--- config.mk ---
export PLATFORM = sky130hd
export DESIGN_NAME = ram_b_port_arbiter
export DESIGN_NICKNAME = d
export VERILOG_FILES = /design/src/rtl/ram_b_pkg.sv /design/src/rtl/rd_tag_pipe.sv /design/src/rtl/ram_b_port_arbiter.sv
export SDC_FILE = /design/constraint.sdc
export NUM_CORES = 1
export LEC_CHECK = 0
export CORE_MARGIN = 2
export CORE_UTILIZATION = 25
export DETAILED_ROUTE_END_ITERATION = 8
export HOLD_SLACK_MARGIN = 0.1
export PLACE_DENSITY_LB_ADDON = 0.2
export SYNTH_ARGS = -nofsm -noshare
export SYNTH_HDL_FRONTEND = slang
export SYNTH_SLANG_ARGS = --single-unit
--- constraint.sdc ---
create_clock -name clk -period 2.15 [get_ports clk]
set_input_delay 0.3225 -clock clk [delete_from_list [all_inputs] [get_ports clk]]
set_output_delay 0.3225 -clock clk [all_outputs]
set_load 0.03 [all_outputs]
--- src/rtl/ram_b_pkg.sv ---
// Shared types for the RAM port-B arbiter: default widths and the read-return tag.
package ram_b_pkg;

  localparam int AW_DEF = 11;
  localparam int DW_DEF = 8;

  typedef logic [0:0] req_id_t;

  typedef struct packed {
    logic    valid;
    req_id_t id;
  } rd_tag_t;

endpackage

--- src/rtl/rd_tag_pipe.sv ---
// RD_LAT-deep shift register of read tags; the head lines up with the RAM's read data.
module rd_tag_pipe
  import ram_b_pkg::*;
#(
  parameter int RD_LAT = 2
) (
  input  logic    clk,
  input  logic    clear,
  input  rd_tag_t tag_in,
  output rd_tag_t head
);

  rd_tag_t stages [RD_LAT];

  always_ff @(posedge clk) begin
    if (clear) begin
      for (int i = 0; i < RD_LAT; i++) begin
        stages[i] <= '0;
      end
    end else begin
      stages[0] <= tag_in;
      for (int i = 1; i < RD_LAT; i++) begin
        stages[i] <= stages[i-1];
      end
    end
  end

  assign head = stages[RD_LAT-1];

endmodule

--- src/rtl/ram_b_port_arbiter.sv ---
// Round-robin arbiter sharing RAM port B between two requesters, with tagged read-data return.
module ram_b_port_arbiter
  import ram_b_pkg::*;
#(
  parameter int AW     = AW_DEF,
  parameter int DW     = DW_DEF,
  parameter int RD_LAT = 2
) (
  input  logic          clk,
  input  logic          reset,
  input  logic          req0,
  input  logic          req1,
  input  logic          we0,
  input  logic          we1,
  input  logic [AW-1:0] addr0,
  input  logic [AW-1:0] addr1,
  input  logic [DW-1:0] wdata0,
  input  logic [DW-1:0] wdata1,
  output logic          gnt0,
  output logic          gnt1,
  output logic          rvalid0,
  output logic          rvalid1,
  output logic [DW-1:0] rdata,
  output logic [AW-1:0] ram_addr,
  output logic [DW-1:0] ram_wdata,
  output logic          ram_we,
  input  logic [DW-1:0] ram_q
);

  logic    last_winner;
  rd_tag_t tag_in;
  rd_tag_t head;

  // Grants are suppressed while reset is held so nothing reaches the RAM.
  always_comb begin
    gnt0 = 1'b0;
    gnt1 = 1'b0;
    if (!reset) begin
      if (req0 && req1) begin
        if (last_winner) gnt0 = 1'b1;
        else             gnt1 = 1'b1;
      end else if (req0) begin
        gnt0 = 1'b1;
      end else if (req1) begin
        gnt1 = 1'b1;
      end
    end
  end

  always_comb begin
    ram_addr  = '0;
    ram_wdata = '0;
    ram_we    = 1'b0;
    if (gnt0) begin
      ram_addr  = addr0;
      ram_wdata = wdata0;
      ram_we    = we0;
    end else if (gnt1) begin
      ram_addr  = addr1;
      ram_wdata = wdata1;
      ram_we    = we1;
    end
  end

  always_ff @(posedge clk) begin
    if (reset) begin
      last_winner <= 1'b1;
    end else if (gnt0) begin
      last_winner <= 1'b0;
    end else if (gnt1) begin
      last_winner <= 1'b1;
    end
  end

  always_comb begin
    tag_in.valid = (gnt0 && !we0) || (gnt1 && !we1);
    tag_in.id    = gnt1;
  end

  rd_tag_pipe #(
    .RD_LAT (RD_LAT)
  ) u_rd_tag_pipe (
    .clk    (clk),
    .clear  (reset),
    .tag_in (tag_in),
    .head   (head)
  );

  // The head tag is still live during the reset cycle itself, so gate it here.
  assign rvalid0 = !reset && head.valid && (head.id == 1'b0);
  assign rvalid1 = !reset && head.valid && (head.id == 1'b1);
  assign rdata   = ram_q;

endmodule

==> qor.yml, run 1 <==
cts_resized: 0
ys_seq_area_share_pct: 10.8
critical_path.slowest_cell: "clkdlybuf4s50_1"
slowest_delay_ns: 0.52
grt.total_usage_pct: 12.5
placementRows: 22
grt-ovfl-total: 0
cp_max_fo: 22
outcome: "complete, no violations"
relSlewSlack_pct: 63.5
cp.arrival_ns: 1.62
clock_skew_ns: 0.000371
grt_max_degree: 29
stdcell_area_um2: 1540
ctsHoldBuffers: 0
finalHoldViolations: 0
cp.required_ns: 1.83
synthToLayoutAreaGrowth_pct: 65.8
tns_ns: 0
antenna_found_initial: 0
path_cells: "clkdlybuf4s50_1 > inv_2 > o32ai_2 > buf_4"
start_kind: "input port"
dp.final_hpwl_um: 2030
rsz0062_at_grt: "no"
place_inst: 202
drive_gt1_share_pct: 35.4
syn-cell-area_um2: 928
slew_viol_final: 0
clk_latency_ns: 0.22
die_h_um: 64.9
path_delay_family: "buffers and inverters"
cts_max_path_buffers: 2
initialDrtViolationCount: 25
register_area_um2: 100
clkSinkCount: 5
antenna_left: 0
io_buffers: 67
finalWorstPathRequiredPeriod_ns: 1.95
die_w_um: 64.9
pin_count: 84
place.gp.congestion: 0.704
netlist_instances: 100
reg2reg_depth: 3
dpl_cell_area_um2: 1490
initial_core_util_pct: 25.7
layout_common_cells: "43 x clkdlybuf4s50_1, 40 x nand2b_1, 30 x buf_4, 20 x o32ai_2, 5 x dfxtp_1"
nNetsFinal: 211
multi_input_area_um2: 674
grt_pass1_wl_um: 4220
dr.pass1.iters: 4
fmax_mhz: 514
clock-root-buffer: "clkbuf_8"
worstHoldPathType: "flop to flop"
cts_tree: "built"
postCtsSetupBuffers: 0
wl_per_cell_um: 12.0
crit_buf_inv: 3
core_area_um2: 3610
critPathKind: "input port to output port"
power_density_nw_per_um2: 379
leakage_nw: 0.586
ys_ff_latch: 5
drc_errors: 0
final_cells: 206
worst_pin_slew_ns: 0.547
synth.net_count: 152
synth_warnings: 0
vdd_drop_max_mv: 0.130
wirelength_um: 2480
end_kind: "output port"
viasPerCell: 4.54
hold_path_depth: 1
max_cap_viol_count: 0
synth_area_per_cell_um2: 9.28
final_common_cell: "clkdlybuf4s50_1"
synth.distinct_cells: 20
vias: 935
fillers: 364
finalSetupViolations: 0
htreeDepth: 1
cts-buffers-inserted: 3
cts.reportedPaths.clkPinSlew_ns: 0.03
cp_num_cells: 4
timing.final.crit_share_pct: 90.5
dieArea_um2: 4220
diodes: 0
grt_pass1_vias: 986
worst register-to-register path: stages (launching register included):
cell and delay, ns:
dfxtp_1 0.37, a21bo_2 0.17, buf_4 0.20, o32ai_2 0.09
stage by stage:
step / util, % / setup WS [ns] / total power, mW / hold slack, ns
4_1_cts: 42.7 / 0.173 / 0.593 / 0.437
6_report: 42.7 / 0.203 / 0.583 / 0.432
2_1_floorplan: - / 0.484 / 0.313 / 0.414
3_3_place_gp: 41.4 / 0.188 / 0.413 / 0.423
3_5_place_dp: 41.4 / 0.177 / 0.416 / 0.430
5_1_grt: 42.7 / 0.0880 / 0.618 / 0.445
report_power, final:
part,total (mW),switching [mW],internal (mW)
clock,0.172,0.0450,0.127
sequential,0.101,0.00223,0.0985
combinational,0.311,0.146,0.164
worst paths after layout:
path	from	endpoint	slack, ns
max reg2reg	last_winner$_SDFFE_PP1P_	u_rd_tag_pipe.stages[0][1]$_SDFF_PP0_	1.19
min reg2reg	u_rd_tag_pipe.stages[0][0]$_SDFF_PP0_	u_rd_tag_pipe.stages[0][2]$_SDFF_PP0_	0.43
max	req0	ram_addr[8]	0.20
min	u_rd_tag_pipe.stages[0][0]$_SDFF_PP0_	u_rd_tag_pipe.stages[0][2]$_SDFF_PP0_	0.43
synthesized netlist by cell type:
| cell | number | area, um2 |
|---|---|---|
| o32ai_1 | 1 | 8.76 |
| nor3b_1 | 1 | 7.51 |
| nor2b_1 | 2 | 12.5 |
| nor3_1 | 1 | 5.00 |
| dfxtp_1 | 5 | 100 |
| buf_4 | 10 | 75.1 |
| inv_2 | 1 | 3.75 |
| a21bo_2 | 1 | 10.0 |
| o32ai_2 | 20 | 325 |
| and3b_1 | 1 | 8.76 |
| buf_6 | 5 | 56.3 |
| or2_0 | 2 | 12.5 |
| nor2b_2 | 1 | 8.76 |
| buf_2 | 3 | 15.0 |
| nor2_1 | 2 | 7.51 |
| nand2_1 | 1 | 3.75 |
| a21o_1 | 1 | 7.51 |
| or2_1 | 1 | 6.26 |
| nand2b_1 | 40 | 250 |
| clkbuf_1 | 1 | 3.75 |
metal layers:
metal | global-route usage [%] | vias to the layer above | wire [um]
met3 | 5.03 | 4 | 263
met4 | 2.39 | 0 | 13
met1 | 11.0 | 419 | 832
met2 | 25.9 | 47 | 1370
met5 | 0 | - | 0
li1 | - | 465 | -
layout make-up:
class | count | share of cell area [%]
Clock buffer | 4 | 2.93
Inverter | 1 | 0.244
Multi-Input combinational cell | 75 | 43.8
Sequential cell | 5 | 6.50
Tap cell | 48 | 3.90
Timing Repair Buffer | 73 | 42.6
state kept, by name, indices dropped and copies added (netlist names):
register,cells
last_winner,1
u_rd_tag_pipe.stages,4
cell families after synthesis:
family	synth area share, %
simple gates	34.8
buf+inv	16.6
compound gates	37.9
flops	10.8
Note: power is estimated with default switching activity, not from simulation.
==> run 2, diff against run 1 <==
SLEW_MARGIN = 20   (was unset)
==> results of run 2 <==
Same layout as run 1: the final DEF is identical, and so are final timing and power.
